**src/rtl/mem_port_arbiter.sv**
```systemverilog
// mem_port_arbiter: shares one single-port 32-bit memory between the
// instruction-fetch requester and the load/store requester. Every access is
// sequenced IDLE -> BUSY (WAIT_STATES+1 cycles) -> DONE. The data port has
// priority, and a starvation counter lets fetch win a contested decision after
// STARVE_LIMIT consecutive losses. Misaligned addresses finish with an error
// and never reach the memory.
module mem_port_arbiter #(
    parameter int WAIT_STATES  = 1,  // 0..7
    parameter int STARVE_LIMIT = 3   // 1..15
) (
    input  logic        clk,
    input  logic        reset,
    // instruction-fetch port
    input  logic        i_req,
    input  logic [31:0] i_addr,
    output logic        i_ack,
    output logic [31:0] i_rdata,
    output logic        i_err,
    // load/store port
    input  logic        d_req,
    input  logic        d_we,
    input  logic [31:0] d_addr,
    input  logic [31:0] d_wdata,
    output logic        d_ack,
    output logic [31:0] d_rdata,
    output logic        d_err,
    // shared memory
    output logic        mem_en,
    output logic [31:0] mem_addr,
    output logic        mem_we,
    output logic [31:0] mem_wdata,
    input  logic [31:0] mem_rdata
);

    localparam logic [2:0] LP_LAST_WAIT  = 3'(WAIT_STATES);
    localparam logic [3:0] LP_STARVE_MAX = 4'(STARVE_LIMIT);

    typedef enum logic [1:0] {
        S_IDLE = 2'd0,
        S_BUSY = 2'd1,
        S_DONE = 2'd2
    } state_t;

    state_t      r_state;
    state_t      w_next_state;

    logic [2:0]  r_wait_cnt;    // cycles already spent in BUSY
    logic [3:0]  r_starve_cnt;  // consecutive contested losses of fetch
    logic        r_gnt_d;       // 1: current access belongs to the data port
    logic        r_we;          // latched store flag (always 0 for fetch)
    logic        r_err;         // latched misalignment verdict
    logic [31:0] r_addr;        // latched access address
    logic [31:0] r_wdata;       // latched store data
    logic [31:0] r_rdata;       // captured read data for the granted port

    logic        w_decide;      // arbitration happens this cycle
    logic        w_grant_i;     // fetch wins if a decision happens now
    logic        w_misaligned;  // granted address is not word aligned
    logic        w_last_busy;   // final BUSY cycle: strobe write, capture read
    logic [31:0] w_gnt_addr;

    assign w_decide     = (r_state == S_IDLE) && (i_req || d_req);
    assign w_grant_i    = i_req && (!d_req || (r_starve_cnt == LP_STARVE_MAX));
    assign w_gnt_addr   = w_grant_i ? i_addr : d_addr;
    assign w_misaligned = (w_gnt_addr[1:0] != 2'b00);
    assign w_last_busy  = (r_state == S_BUSY) && (r_wait_cnt == LP_LAST_WAIT);

    // State register.
    // NOTE: sequential state uses non-blocking (<=) so every flop samples
    // pre-edge values regardless of the order the simulator evaluates blocks.
    always_ff @(posedge clk or posedge reset) begin
        if (reset) begin
            r_state <= S_IDLE;
        end else begin
            r_state <= w_next_state;
        end
    end

    // Next-state logic: arbitrate in IDLE, count out BUSY, DONE lasts one cycle.
    always_comb begin
        // NOTE: assigning a default before the case keeps every path driven,
        // so no latch is inferred when a branch does not update the signal.
        w_next_state = r_state;
        case (r_state)
            S_IDLE: begin
                if (w_decide) begin
                    w_next_state = w_misaligned ? S_DONE : S_BUSY;
                end
            end
            S_BUSY: begin
                if (w_last_busy) begin
                    w_next_state = S_DONE;
                end
            end
            S_DONE:  w_next_state = S_IDLE;
            default: w_next_state = S_IDLE;
        endcase
    end

    // Output logic: memory bus active only in BUSY, ack/err/rdata only in DONE
    // and only towards the port that owns the access.
    always_comb begin
        mem_en    = 1'b0;
        mem_addr  = '0;
        mem_we    = 1'b0;
        mem_wdata = '0;
        i_ack     = 1'b0;
        i_err     = 1'b0;
        i_rdata   = '0;
        d_ack     = 1'b0;
        d_err     = 1'b0;
        d_rdata   = '0;
        case (r_state)
            S_BUSY: begin
                mem_en    = 1'b1;
                mem_addr  = r_addr;
                mem_wdata = r_we ? r_wdata : '0;
                mem_we    = r_we && w_last_busy;
            end
            S_DONE: begin
                if (r_gnt_d) begin
                    d_ack   = 1'b1;
                    d_err   = r_err;
                    d_rdata = r_rdata;
                end else begin
                    i_ack   = 1'b1;
                    i_err   = r_err;
                    i_rdata = r_rdata;
                end
            end
            default: ;
        endcase
    end

    // Latch the granted request so later changes on the request inputs
    // cannot disturb an access in flight.
    // NOTE: the latched copies are reset too; they feed outputs only through
    // state-gated muxes, but a known value keeps reset behaviour deterministic.
    always_ff @(posedge clk or posedge reset) begin
        if (reset) begin
            r_gnt_d <= 1'b0;
            r_we    <= 1'b0;
            r_addr  <= '0;
            r_wdata <= '0;
        end else if (w_decide) begin
            r_gnt_d <= !w_grant_i;
            if (!w_misaligned) begin
                r_addr  <= w_gnt_addr;
                r_we    <= !w_grant_i && d_we;
                r_wdata <= w_grant_i ? '0 : d_wdata;
            end else begin
                r_we    <= 1'b0;
            end
        end
    end

    // Wait-state counter: runs 0..WAIT_STATES across BUSY, idles at zero.
    always_ff @(posedge clk or posedge reset) begin
        if (reset) begin
            r_wait_cnt <= '0;
        end else if ((r_state == S_BUSY) && !w_last_busy) begin
            r_wait_cnt <= r_wait_cnt + 3'd1;
        end else begin
            r_wait_cnt <= '0;
        end
    end

    // Starvation counter: counts contested decisions lost by fetch, clears
    // whenever fetch wins or is not requesting at a decision.
    always_ff @(posedge clk or posedge reset) begin
        if (reset) begin
            r_starve_cnt <= '0;
        end else if (w_decide) begin
            if (w_grant_i || !i_req) begin
                r_starve_cnt <= '0;
            end else if (r_starve_cnt < LP_STARVE_MAX) begin
                r_starve_cnt <= r_starve_cnt + 4'd1;
            end
        end
    end

    // Response capture: error verdict at the decision, read data on the final
    // BUSY edge (stores and misaligned accesses report zero data).
    always_ff @(posedge clk or posedge reset) begin
        if (reset) begin
            r_err   <= 1'b0;
            r_rdata <= '0;
        end else if (w_decide) begin
            r_err   <= w_misaligned;
            r_rdata <= '0;
        end else if (w_last_busy) begin
            r_rdata <= r_we ? '0 : mem_rdata;
        end
    end

endmodule

```
**config.mk**
```make
export PLATFORM = sky130hd
export DESIGN_NAME = mem_port_arbiter
export DESIGN_NICKNAME = d
export VERILOG_FILES = /design/src/rtl/mem_port_arbiter.sv
export SDC_FILE = /design/constraint.sdc
export NUM_CORES = 1
export LEC_CHECK = 0
export CAP_MARGIN = 20
export CORE_MARGIN = 1
export CORE_UTILIZATION = 36
export DETAILED_ROUTE_END_ITERATION = 7
export PLACE_DENSITY = 0.88
export SYNTH_ARGS = -nofsm -noshare
export SYNTH_HDL_FRONTEND = slang
export SYNTH_SLANG_ARGS = --single-unit
```
**constraint.sdc**
```tcl
create_clock -name clk -period 3.26 [get_ports clk]
set_input_delay 0.489 -clock clk [delete_from_list [all_inputs] [get_ports clk]]
set_output_delay 0.489 -clock clk [all_outputs]
set_load 0.03 [all_outputs]
```
### Word-level counts from Yosys, hierarchy flattened

Cells that the tools add are included.

* register bits after elaboration: 108
* output and inout bits: 134
* word-level logic and storage cells: 69

* $add $sub $neg: 2
* magnitude comparators: 1
* equality and inequality tests: 6
* mux-type cells: 30
* bitwise logic cells: 1
* reductions and logical operators: 20

Operator list (number)
* $mux W32: 12
* $mux W1: 11
* $mux W4: 2
* $logic_and A1 B1 Y1: 6
* $mux W2: 3
* $reduce_and A2 Y1: 3
* $reduce_bool A2 Y1: 3
* $add A4 B1 Y4 const B: 1
* $eq A4 B2 Y1 const B: 1
* $logic_not A1 Y1: 4
* $lt A4 B2 Y1 const B: 1
* $ne A2 B2 Y1 const B: 2
* $pmux W2 S2: 1
* $add A3 B1 Y3 const B: 1
* $eq A3 B1 Y1 const B: 1
* $logic_or A1 B1 Y1: 3
* $mux W3: 1
* $eq A2 B1 Y1 const B: 1
* $eq A2 B2 Y1 const B: 1
* $logic_not A2 Y1: 1
* $not A1 Y1: 1

### Longest topological paths before layout

Gate-level depths: netlist of run 1.

* word-level depth: 8
* depth in mapped cells: 7
* gate-level depth less buffers: 5

### Worst setup path before layout of run 1

Ideal clock, no wire load.

* path type: reg-to-output
* start point: register r_state[0]
* end point: output port i_rdata[16]
* arrival time: 1653 ps
* data required time: 2771 ps
* path slack: 1118 ps
* stages on the path, launching flop included: 4
* cells stage by stage: dfrtp_1 nor3b_1 clkbuf_1 and2_1

* cells in the longest elaborated chain, start to end: 2

RTL lines
* start, declared: RTL line 44 `state_t r_state;`
* start signal, assigned: RTL line 75 `r_state <= w_next_state;`
* $eq A2 B2 Y1: RTL line 113 `case (r_state)`
* $mux W32: RTL line 113
* end, declared: RTL line 17 `output logic [31:0] i_rdata,`

No other way between the ends.

### Worst setup path after layout of run 1

* start point: register r_state[1]
* end point: output port mem_addr[23]

* cells in the longest elaborated chain, start to end: 2

RTL lines
* $eq A2 B1 Y1: RTL line 113
* $mux W32: RTL line 113
* end, declared: RTL line 29 `output logic [31:0] mem_addr,`

No other way between the ends.

==> results.md, run 1 <==
- The run finished with clean final reports.
- The pin count of the biggest net entering global routing is 53.
- The cell family contributing the most delay on the critical path is buffers and inverters.
- The internal power consumption is between 3 and 4 mW.
- On the final layout, the worst hold slack is 0.471 ns.
- The shortest period the worst path allows is 2.97 ns.
- The multi-input combinational cells in the finished layout cover a total of 2080 sq um.
- The number of hold buffers added after CTS is 0.
- The synthesized design devotes to its leading area cell type 52.9% of total area.
- The total power divided by cell area is slightly above 600 nW/um^2.
- The final cell area excluding filler cells is 8230 sq um.
- The number of instances resized during post-cts repair is 0.
- The routed length per instance is roughly 16 um.
- The die boundary height is 121 um.
- The switching portion of total power is 36.6%.
- The count of mapped cells out of synthesis is 482.
- The worst-case IR drop observed on VDD is 0.000398 V.
- The instance area after placement is ~7900 sq um.
- The clock-pin slew on the worst setup and hold paths is 0.07 ns.
- The total number of vias is between 4,000 and 5,000.
- For this run, the register share of the synthesized area comes to 52.9%.
- In the final layout, the share of cells above drive strength 1 is 5.28%.
- The achievable clock frequency is 336 MHz.
- The floorplan has 43 rows.
- For this run, the number of standard cells in the final layout without fillers is ~920.
- The initial antenna violation count is 0.
- The worst slew slack as a fraction of its limit is 38.5%.
- Summing all flip-flop and latch instances after layout gives roughly 2700 sq um.
- The count of synthesis-stage warnings from yosys is 0.
- TritonCTS built the clock tree.
- Global routing used between 20% and 30% of the available tracks.
- The buffering stage count on the worst path with inverters included is 2.
- Once the clock tree was built, the setup fixing pass inserted 0 buffers.
- The highest net fanout along the worst path is 41.
- The pre-antenna-repair detailed-routing pass consisted of 4 iterations.
- The number of register bits inferred by synthesis is 108.
- The cell type with the highest aggregate area in the netlist is sky130_fd_sc_hd__dfrtp_1.
- The part of the power in combinational logic is 38.2%.
- The routability-driven placement congestion ratio is 0.760.
- Traced cell by cell, the critical path runs through and2b_2, buf_12, and2_1, clkdlybuf4s50_1.
- Once placement completed, the tool counted placed cells totaling 902.
- Relative to the synthesized area, the layout overhead comes to 61.1%.
- Clock tree synthesis inserted a total of 9 buffers.
- The required time of the critical path is between 2 and 3 ns.
- The filler cell count in the final layout is ~1,200.
- Data arrives at the worst endpoint at ~2.5 ns.
- The post-route clock period utilization is 91.2%.
- The worst stage delay on the critical path is about 0.67 ns.
- Setup violations remaining at the end of the flow were counted as 0.
- The final antenna-violating net count is 0.
- The I/O pin count is 267.
- The floorplan step defined a die boundary enclosing 14,700 sq um.
- The clock net in this run drives a total of 108 sinks.
- Synthesis instantiated 35 different standard cells from the library.
- The leakage power is 3.72 nW.
- The total count of hold-check failures in the final report is 0.
- The cell chosen for the clock root is sky130_fd_sc_hd__clkbuf_16.
- The remaining design rule violation count is 0.
- The violation count after the first detailed-routing iteration is 237.
- Measured along the x axis, the die boundary spans 121 um.
- The final standard cell utilization of the core is between 50% and 60%.
- The setup TNS is 0 ns.
- The depth of the CTS H-tree is 3.
- The path type of the worst setup path is flip-flop to output port.
- The worst setup path is launched from a flip-flop.
- The initial cell density of the core is 36.8%.
- The via count of the first global-routing pass is 4,506.
- The mapped cell area is 5110 sq um.
- The slowest stage of the critical path is the sky130_fd_sc_hd__clkdlybuf4s50_1 cell.
- The part of the total power dissipated in sequential elements is approximately two fifths.
- The placed wire-length estimate is 10.6 mm.
- The max-capacitance violation count is 0.
- The clock network power share is 20.8%.
- The clock insertion delay at the later pin of the skew report is 0.35 ns.
- During placement, the flow inserted port buffers numbering approximately 270.
- The analysis attributes to net switching a power of roughly 1.9 mW.
- The worst clock skew is 0.0131 ns.
- Setup repair after global routing left no endpoint under its margin.
- The worst setup path is captured at an output port.
- The area inside the core boundary is 13,900 sq um.
- The number of antenna diodes in the final layout is 0.
- The first global-routing pass estimated around 23 mm of wire.
- The final layout contains routed wiring with a total length of 14.7 mm.
- Yosys attributes the largest share of cell area to sky130_fd_sc_hd__dfrtp_1, sky130_fd_sc_hd__and2_1, sky130_fd_sc_hd__a22o_1.
- The worst-case clock buffer depth is 2.
- The final global-route overflow total is 0.
- The net count after synthesis is around 600.
- The post-synthesis average cell area is about 11 sq um.
- The type of the tightest min-delay check is flip-flop to flip-flop.
- The slew of the pin with the lowest slew margin is a little over 0.9 ns.
- The final-stage net count is 870.
- The max-slew violation count is 0.
- After detailed routing, the number of vias per cell comes to 4.93.
[through the flow]
stage | worst slack [ns] | power [mW]
after floorplan | 1.12 | 3.23
after global placement | 0.717 | 3.95
after detailed placement | 0.662 | 4.01
after CTS | 0.262 | 5.12
after global routing | 0.159 | 5.42
final | 0.285 | 5.10
[power groups by stage]
stage          Sequential (mW)  Combinational (mW)  Clock [mW]
3_3_place_gp              2.10                1.85           0
6_report                  2.09                1.95        1.06
5_1_grt                   2.15                2.12        1.15
4_1_cts                   2.09                1.92        1.11
3_5_place_dp              2.09                1.92           0
2_1_floorplan             1.98                1.25           0
[worst paths after layout]
path	from	endpoint	slack, ns	cells after the start
worst max register to register	r_state[1]	r_rdata[9]	1.30	4
worst min register to register	r_wait_cnt[0]	r_wait_cnt[0]	0.47	1
worst min-delay path	r_wait_cnt[0]	r_wait_cnt[0]	0.47	1
min in group asynchronous	reset	r_rdata[4]	0.62	2
worst max-delay path	r_state[1]	mem_addr[23]	0.29	4
max in group asynchronous	reset	r_addr[1]	1.88	3
[cell families after synthesis]
family | after synthesis | share of synthesized area, %
adder cells (fa/ha/maj) | 3 | 0.735
AO/OA/AOI/OAI | 137 | 19.5
AND/OR/NAND/NOR | 160 | 19.5
multiplexers | 3 | 0.637
flip-flops | 108 | 52.9
buffers and inverters | 71 | 6.71
[routing by layer]
metal / part of all wire [%] / up-vias / GRT usage [%]
li1: - / 2197 / -
met1: 42 / 2092 / 25.6
met5: 0 / - / 0
met3: 7.8 / 19 / 4.51
met2: 49 / 219 / 34.5
met4: 2.1 / 0 / 7.87
[state kept, by name, indices dropped and copies added (netlist names)]
name	count
r_starve_cnt	4
r_state	2
r_wdata	32
r_err	1
r_we	1
r_addr	32
r_rdata	32
r_wait_cnt	3
r_gnt_d	1
[final cells by class]
type                       count  share of cell area [%]
sequential                   108                    32.8
timing repair buffer         279                    34.1
clock inverter                 7                   0.836
clock buffer                   9                    2.74
multi-input combinational    303                    25.2
inverter                      33                    1.55
tap                          180                    2.74
[layout by cell type (no fill, tap or decap), types with 6 or more instances in the layout]
cell | synthesis | final
sky130_fd_sc_hd__and3_1 | 34 | 34
sky130_fd_sc_hd__a22o_1 | 66 | 66
sky130_fd_sc_hd__clkdlybuf4s50_1 | 0 | 266
sky130_fd_sc_hd__nand2_1 | 6 | 6
sky130_fd_sc_hd__dfrtp_1 | 108 | 108
sky130_fd_sc_hd__a21oi_1 | 31 | 31
sky130_fd_sc_hd__o22ai_1 | 30 | 30
sky130_fd_sc_hd__nor2_1 | 8 | 8
sky130_fd_sc_hd__buf_4 | 1 | 10
sky130_fd_sc_hd__inv_1 | 32 | 31
sky130_fd_sc_hd__clkbuf_16 | 0 | 9
sky130_fd_sc_hd__and2_1 | 99 | 98
[synth_stat cells (all sizes together)]
cell	count
nand2b	1
nor2b	1
ha	3
inv	33
nor3	1
and3	34
nor3b	3
a22o	66
a211o	1
nor2	9
o21ai	4
mux2	2
o21a	2
o22ai	30
nand4bb	1
and2b	1
and2	99
nand4	2
a21boi	2
nand2	6
nor4	1
clkbuf	24
dfrtp	108
and3b	1
mux2i	1
buf	14
a21oi	31
o2111ai	1
No activity file was read; power rests on OpenSTA's default activity.
==> run 2: changes to the inputs <==
--- a/config.mk
+++ b/config.mk
@@ -6,10 +6,12 @@
 export NUM_CORES = 1
 export LEC_CHECK = 0
 export CAP_MARGIN = 20
+export CELL_PAD_IN_SITES_DETAIL_PLACEMENT = 2
+export CELL_PAD_IN_SITES_GLOBAL_PLACEMENT = 2
 export CORE_MARGIN = 1
-export CORE_UTILIZATION = 36
+export CORE_UTILIZATION = 21
 export DETAILED_ROUTE_END_ITERATION = 7
-export PLACE_DENSITY = 0.88
+export PLACE_DENSITY = 0.89
 export SYNTH_ARGS = -nofsm -noshare
 export SYNTH_HDL_FRONTEND = slang
 export SYNTH_SLANG_ARGS = --single-unit
==> run 2 against run 1 <==
Combinational power increased by 5%. Design area increased by 2.2%. Wire length increased by 35%. Cell count increased by 15%. Utilization decreased by 24 points. Via count increased by 4.6%. Worst hold slack improved by 0.018 ns. Clock power increased by 4%. Register-to-register slack got worse by 0.13 ns. Flip-flop and latch count unchanged. Clock skew increased by 0.0012 ns. Die area increased by 70%. Critical path type unchanged. Critical endpoint is now mem_wdata[17]. Largest power group unchanged.
==> results.md, run 2 (synthesis gave the netlist of run 1 again) <==
- The run finished with clean final reports.
- The number of sinks handled by clock tree synthesis is 108 (unchanged).
- The total area of multi-input combinational cells was 2080 sq um (unchanged).
- The cell chosen for the clock root is sky130_fd_sc_hd__clkbuf_16.
- The achievable clock frequency is 343 MHz (+2.0%).
- The instance area after placement is 8100 sq um (+2.5%).
- The die boundary height is 158 um (+30%).
- STA classifies the critical path endpoint as an output port.
- The max-capacitance violation count is 0 (unchanged).
- The library cell contributing the largest single delay on the critical path is sky130_fd_sc_hd__clkdlybuf4s50_1.
- The arrival time of data at the critical path endpoint is 2.43 ns (-0.06 ns).
- The pin count of the biggest net entering global routing is 50 (-5.7%).
- The shortest period the worst path allows came to 2.92 ns (-0.0575 ns).
- The fraction of final layout cells with drive strength greater than 1 is 5.41% (+0.13 points).
- TritonCTS built the clock tree.
- The placed wire-length estimate was 14.8 mm (+39%).
- The worst register-to-register path begins at r_starve_cnt[0].
- The worst stage delay on the critical path is 0.69 ns (+0.02 ns).
- The number of instances resized during post-cts repair is 0 (unchanged).
- The worst hold path belongs to the class flip-flop to flip-flop.
- The area taken by flip-flops and latches is 2700 sq um (unchanged).
- The via count of the first global-routing pass is 5,285 (+17%).
- The signed area change from the synthesized netlist to the final layout is 64.7%.
- The initial antenna violation count is 1 (+1).
- The setup slack after layout is 0.343 ns (+0.0575 ns).
- The total routed wirelength is 19.8 mm (+35%).
- The routed length per instance is 18.7 um (+17%).
- The initial cell density of the core is 21.6% (-15 points).
- The max-slew violation count is 0 (unchanged).
- The final antenna-violating net count is 0 (unchanged).
- The worst setup path is launched from a flip-flop.
- The slew of the pin with the lowest slew margin is 1.02 ns (+0.0982 ns).
- The post-route clock period utilization is 89.5% (-1.8 points).
- The total power after layout is 5.23 mW (+2.7%).
- The count of antenna diodes in the layout came to 0 (unchanged).
- The total count of hold-check failures in the final report is 0 (unchanged).
- The final cell area excluding filler cells came to 8410 sq um (+2.2%).
- The area inside the core boundary is 23,700 sq um (+71%).
- The number of CTS-inserted buffers is 9 (unchanged).
- The setup TNS is 0 ns (unchanged).
- The largest registers in the layout are r_addr x32, r_rdata x32, r_wdata x32.
- The final-stage net count is 871 (+0.11%).
- The number of core rows is 56 (+30%).
- Setup repair after global routing left no endpoint under its margin.
- The final standard cell utilization of the core came to 35.5% (-24 points).
- The routability-driven placement congestion ratio is 0.691 (-9.1%).
- The post-CTS setup-driven buffer insertion count came to 0 (unchanged).
- The filler cell count in the final layout is 2,586 (+120%).
- The ratio of routed vias to standard cells is 4.47 (-9.2%).
- The total number of vias came to 4,736 (+4.6%).
- The remaining design rule violation count is 0 (unchanged).
- The final global-route overflow total was 0 (unchanged).
- The count of buffers from port buffering is 266 (unchanged).
- The start point of the worst min-delay path is r_wait_cnt[0].
- The final setup violation count is 0 (unchanged).
- Traced cell by cell, the critical path runs through and2b_2, buf_4, and3_1, clkdlybuf4s50_1.
- The path type of the worst setup path is flip-flop to output port.
- The clock-pin slew on the worst setup and hold paths was 0.08 ns (about the same).
- The leakage power is 3.73 nW (+0.25%).
- The clock insertion delay at the later pin of the skew report is 0.36 ns (about the same).
- The worst slew slack as a fraction of its limit is 31.9% (-6.5 points).
- The I/O pin count is 267 (unchanged).
- The buffering stage count on the worst path with inverters included is 2 (unchanged).
- The worst-case clock buffer depth is 2 (unchanged).
- The first-pass GRT wire length came to 30.3 mm (+31%).
- Broken down by cell family, the worst path's largest delay share belongs to buffers and inverters.
- The highest net fanout along the worst path is 18 (-56%).
- The maximum vdd drop is 0.000295 V (-26%).
- The required time of the critical path came to 2.77 ns (about the same).
- The number of hold buffers added after CTS is 0 (unchanged).
- The worst clock skew is 0.0143 ns (+0.00121 ns).
- The die outline area was 24,900 sq um (+70%).
- The detailed-routing iteration count for the pre-antenna-repair pass is 4 (unchanged).
- The violation count after the first detailed-routing iteration came to 124 (-48%).
- The most frequent standard cell in the layout excluding fill and tap cells is sky130_fd_sc_hd__clkdlybuf4s50_1.
- In the layout the commonest cells are sky130_fd_sc_hd__clkdlybuf4s50_1, sky130_fd_sc_hd__dfrtp_1, sky130_fd_sc_hd__and2_1, sky130_fd_sc_hd__a22o_1, sky130_fd_sc_hd__and3_1.
- The most critical setup path has its startpoint at r_state[1].
- The overall die width is 158 um (+30%).
- The total global routing track utilization was 16.0% (-4.5 points).
- The setup slack at placement came to 0.562 ns (-0.100 ns).
- The total power divided by cell area is 622 nW/um^2 (+0.48%).
- The depth of the CTS H-tree is 3 (unchanged).
[run 2: per-stage QoR]
step / hold WS (ns) / std cells
after floorplan: 0.437 / 482
after global placement: 0.453 / 1042
after detailed placement: 0.478 / 1042
after CTS: 0.489 / 1058
after global routing: 0.506 / 1059
final: 0.489 / 1059
[run 2: final cells by class]
| cell class | count | share of cell area (%) |
|---|---|---|
| repair buffers | 280 | 33.6 |
| flip-flops and latches | 108 | 32.1 |
| multi-input cells | 303 | 24.7 |
| well taps | 319 | 4.74 |
| clock buffers | 9 | 2.68 |
| inverters | 33 | 1.52 |
| clock inverters | 7 | 0.669 |
[run 2: final timing paths]
kind / cells after the start / endpoint / slack, ns
max: 4 / mem_wdata[17] / 0.34
min: 1 / r_wait_cnt[0] / 0.49
max reg2reg: 6 / r_wdata[0] / 1.17
min reg2reg: 1 / r_wait_cnt[0] / 0.49
max in group asynchronous: 3 / r_wdata[30] / 1.94
min in group asynchronous: 2 / r_addr[30] / 0.62
[run 2: metal layers]
metal,routed length [um],global-route usage (%),vias up
met3,1770,5.80,20
li1,-,-,2184
met2,9910,28.5,195
met4,319,4.30,2
met1,7800,18.0,2335
met5,17,0,-
[run 2: power by group]
group	total, mW	switching [mW]	internal (mW)
clock network	1.10	0.565	0.530
logic	2.05	1.14	0.915
registers	2.09	0.295	1.79
total	5.23	2.00	3.24
==> run 3: changes to the inputs <==
--- a/config.mk
+++ b/config.mk
@@ -8,10 +8,11 @@
 export CAP_MARGIN = 20
 export CELL_PAD_IN_SITES_DETAIL_PLACEMENT = 2
 export CELL_PAD_IN_SITES_GLOBAL_PLACEMENT = 2
-export CORE_MARGIN = 1
+export CORE_MARGIN = 4
 export CORE_UTILIZATION = 21
 export DETAILED_ROUTE_END_ITERATION = 7
 export PLACE_DENSITY = 0.89
+export RECOVER_POWER = 50
 export SYNTH_ARGS = -nofsm -noshare
 export SYNTH_HDL_FRONTEND = slang
 export SYNTH_SLANG_ARGS = --single-unit
==> run 3 against run 2 <==
The run now ends with max-capacitance violations, max-slew violations left. Worst setup slack worse by 0.055 ns. Utilization is 0.28 points higher. Die area is 7.7% higher. Highest routed layer is now met4.
==> results.md, run 3 (synthesis gave the netlist of run 1 again) <==
- The final standard cell utilization of the core came to 35.8% (+0.28 points).
- The final setup violation count was 0 (unchanged).
- The final global-route overflow total is 0 (unchanged).
- The library cells used most frequently in the layout, excluding fill and tap cells, are sky130_fd_sc_hd__clkdlybuf4s50_1, sky130_fd_sc_hd__dfrtp_1, sky130_fd_sc_hd__and2_1, sky130_fd_sc_hd__a22o_1, sky130_fd_sc_hd__and3_1.
- The detailed-routing iteration count for the pre-antenna-repair pass is 4 (unchanged).
- The total global routing track utilization came to 15.1% (-0.95 points).
- The global routing stage identified its most utilized layer as met2.
- The die outline area came to 26,900 sq um (+7.7%).
- In this run the worst hold path is classified as flip-flop to flip-flop.
- The arrival time of data at the critical path endpoint came to 2.48 ns (+0.05 ns).
- The number of stages on the worst setup path is 4 (unchanged).
- The overall die width came to 164 um (+3.8%).
- The library cell contributing the largest single delay on the critical path is sky130_fd_sc_hd__clkdlybuf4s50_1.
- The via count of the first global-routing pass came to 5,299 (+0.26%).
- The run finished, with violations left.
- The initial cell density of the core is 21.6% (unchanged).
- The cell chosen for the clock root is sky130_fd_sc_hd__clkbuf_16.
- The leakage power is 3.76 nW (+0.89%).
- The clock tree from TritonCTS is yes.
- The routability-driven placement congestion ratio is 0.740 (+7.1%).
- The final-stage net count is 874 (+0.34%).
- The highest net fanout along the worst path is 31 (+13).
- The critical path is of the flip-flop to output port type.
- The met2 global-route usage is 26.1% (-2.4 points).
- The total area of multi-input combinational cells is 2070 sq um (about the same).
- The max-capacitance violation count was 2 (+2).
- The slew of the pin with the lowest slew margin is 1.54 ns (+0.520 ns).
- The area inside the core boundary is 23,700 sq um (unchanged).
- The setup TNS came to 0 ns (unchanged).
- The buffering stage count on the worst path with inverters included is 2 (unchanged).
- The length in cells of the worst reg-to-reg path was 6 (unchanged).
- The met1 routing resource usage after global routing is 17.4% (-0.61 points).
- The achievable clock frequency came to 337 MHz (-1.8%).
- The violation count after the first detailed-routing iteration was 147 (+19%).
- The fraction of final layout cells with drive strength greater than 1 came to 5.11% (-0.29 points).
- The total power after layout came to 5.49 mW (+4.8%).
- The ratio of routed vias to standard cells was 4.56 (+1.9%).
- The worst register-to-register path begins at r_starve_cnt[0].
- The filler cell count in the final layout is 2,575 (-0.43%).
- In the final layout, the registers with the most flip-flops are r_addr x32, r_rdata x32, r_wdata x32.
- The depth of the CTS H-tree was 3 (unchanged).
- Setup repair after global routing left no endpoint under its margin.
- The worst setup path is launched from a flip-flop.
- The remaining design rule violation count came to 0 (unchanged).
- The number of CTS-inserted buffers is 9 (unchanged).
- The placed wire-length estimate was 15.5 mm (+5.0%).
- The most frequent standard cell in the layout excluding fill and tap cells is sky130_fd_sc_hd__clkdlybuf4s50_1.
- The routed length per instance is 19.4 um (+3.5%).
- The worst-case clock buffer depth is 2 (unchanged).
- The initial antenna violation count came to 1 (unchanged).
- The met3 layer usage reported by global route is 6.62% (+0.82 points).
- The cell family contributing the most delay on the critical path is buffers and inverters.
- The first-pass GRT wire length is 31.3 mm (+3.3%).
- The checks that failed: max-capacitance violations, max-slew violations.
- The shortest period the worst path allows is 2.97 ns (+0.0546 ns).
- The maximum vdd drop was 0.000226 V (-23%).
- The number of sinks handled by clock tree synthesis is 108 (unchanged).
- The worst stage delay on the critical path is 0.71 ns (+0.02 ns).
- The worst slew slack as a fraction of its limit is -2.72% (-35 points).
- The number of cells on the worst hold path is 1 (unchanged).
- The I/O pin count is 267 (unchanged).
- The total count of hold-check failures in the final report is 0 (unchanged).
- The number of core rows is 56 (unchanged).
- The number of hold buffers added after CTS came to 0 (unchanged).
- The sink of the worst hold path is r_wait_cnt[0].
- In this run the critical register-to-register path is captured at r_addr[11].
- The area taken by flip-flops and latches is 2700 sq um (unchanged).
- The signed area change from the synthesized netlist to the final layout is 66.0%.
- The worst hold path begins at r_wait_cnt[0].
- The clock insertion delay at the later pin of the skew report is 0.35 ns (about the same).
- STA classifies the critical path endpoint as an output port.
- The die boundary height is 164 um (+3.8%).
- The post-route clock period utilization came to 91.2% (+1.7 points).
- The total routed wirelength is 20.6 mm (+3.9%).
- The worst reg-to-reg setup slack is 0.73 ns (-0.44 ns).
- The pin count of the biggest net entering global routing is 59 (+18%).
- The worst clock skew came to 0.0112 ns (-0.00307 ns).
- The max-slew violation count was 67 (+67).
- The count of buffers from port buffering came to 266 (unchanged).
- The required time of the critical path is 2.77 ns (about the same).
- Traced cell by cell, the critical path runs through and2b_2, buf_12, and3_1, clkdlybuf4s50_1.
- The final antenna-violating net count is 0 (unchanged).
- The post-CTS setup-driven buffer insertion count is 0 (unchanged).
- The clock-pin slew on the worst setup and hold paths is 0.07 ns (about the same).
- The number of instances resized during post-cts repair is 0 (unchanged).
- The total number of vias is 4,843 (+2.3%).
- The total power divided by cell area was 647 nW/um^2 (+4.0%).
[run 3: final cells by class]
| type | instances | area share (%) |
|---|---|---|
| tap | 319 | 4.71 |
| inverter | 33 | 1.48 |
| antenna | 1 | 0.0295 |
| timing repair buffer | 283 | 33.2 |
| clock inverter | 5 | 1.25 |
| multi-input combinational | 303 | 24.5 |
| sequential | 108 | 31.9 |
| clock buffer | 11 | 2.98 |
[run 3: worst max path at each step]
stage	from	endpoint	slack [ns]
after floorplan	r_state[0]	i_rdata[16]	1.12
after global placement	r_state[1]	mem_wdata[25]	0.63
after detailed placement	d_req	r_state[1]	0.58
after CTS	r_state[1]	mem_wdata[25]	0.20
after global routing	r_state[1]	mem_wdata[25]	0.09
final	r_state[1]	mem_wdata[25]	0.29
[run 3: worst register-to-register path, delay by kind of cell, from the launching register on]
| kind | cells | cell delay, ns |
|---|---|---|
| AOI/OAI and AO/OA | 2 | 0.54 |
| adders and majority gates | 1 | 0.19 |
| buffers and inverters | 1 | 1.12 |
| DFF | 1 | 0.36 |
| and+or+nand+nor | 2 | 0.23 |
[run 3: through the flow]
step / area [sq um] / hold slack (ns) / worst slack, ns / instances
floorplan: 5110 / 0.437 / 1.12 / 482
global placement: 8130 / 0.456 / 0.629 / 1045
detailed placement: 8130 / 0.477 / 0.581 / 1045
CTS: 8480 / 0.487 / 0.204 / 1061
global route: 8480 / 0.504 / 0.0871 / 1063
finish: 8480 / 0.481 / 0.288 / 1063
[run 3: power breakdown]
| group | total, mW | internal (mW) | switching (mW) |
|---|---|---|---|
| registers | 2.06 | 1.79 | 0.272 |
| logic | 2.09 | 0.916 | 1.17 |
| clock network | 1.34 | 0.797 | 0.539 |
| total | 5.49 | 3.51 | 1.98 |
[run 3: per-layer routing]
layer | up-vias | wire (um)
met1 | 2436 | 8200
met3 | 14 | 2070
met4 | 0 | 195
met5 | - | 0
met2 | 195 | 10100
li1 | 2198 | -
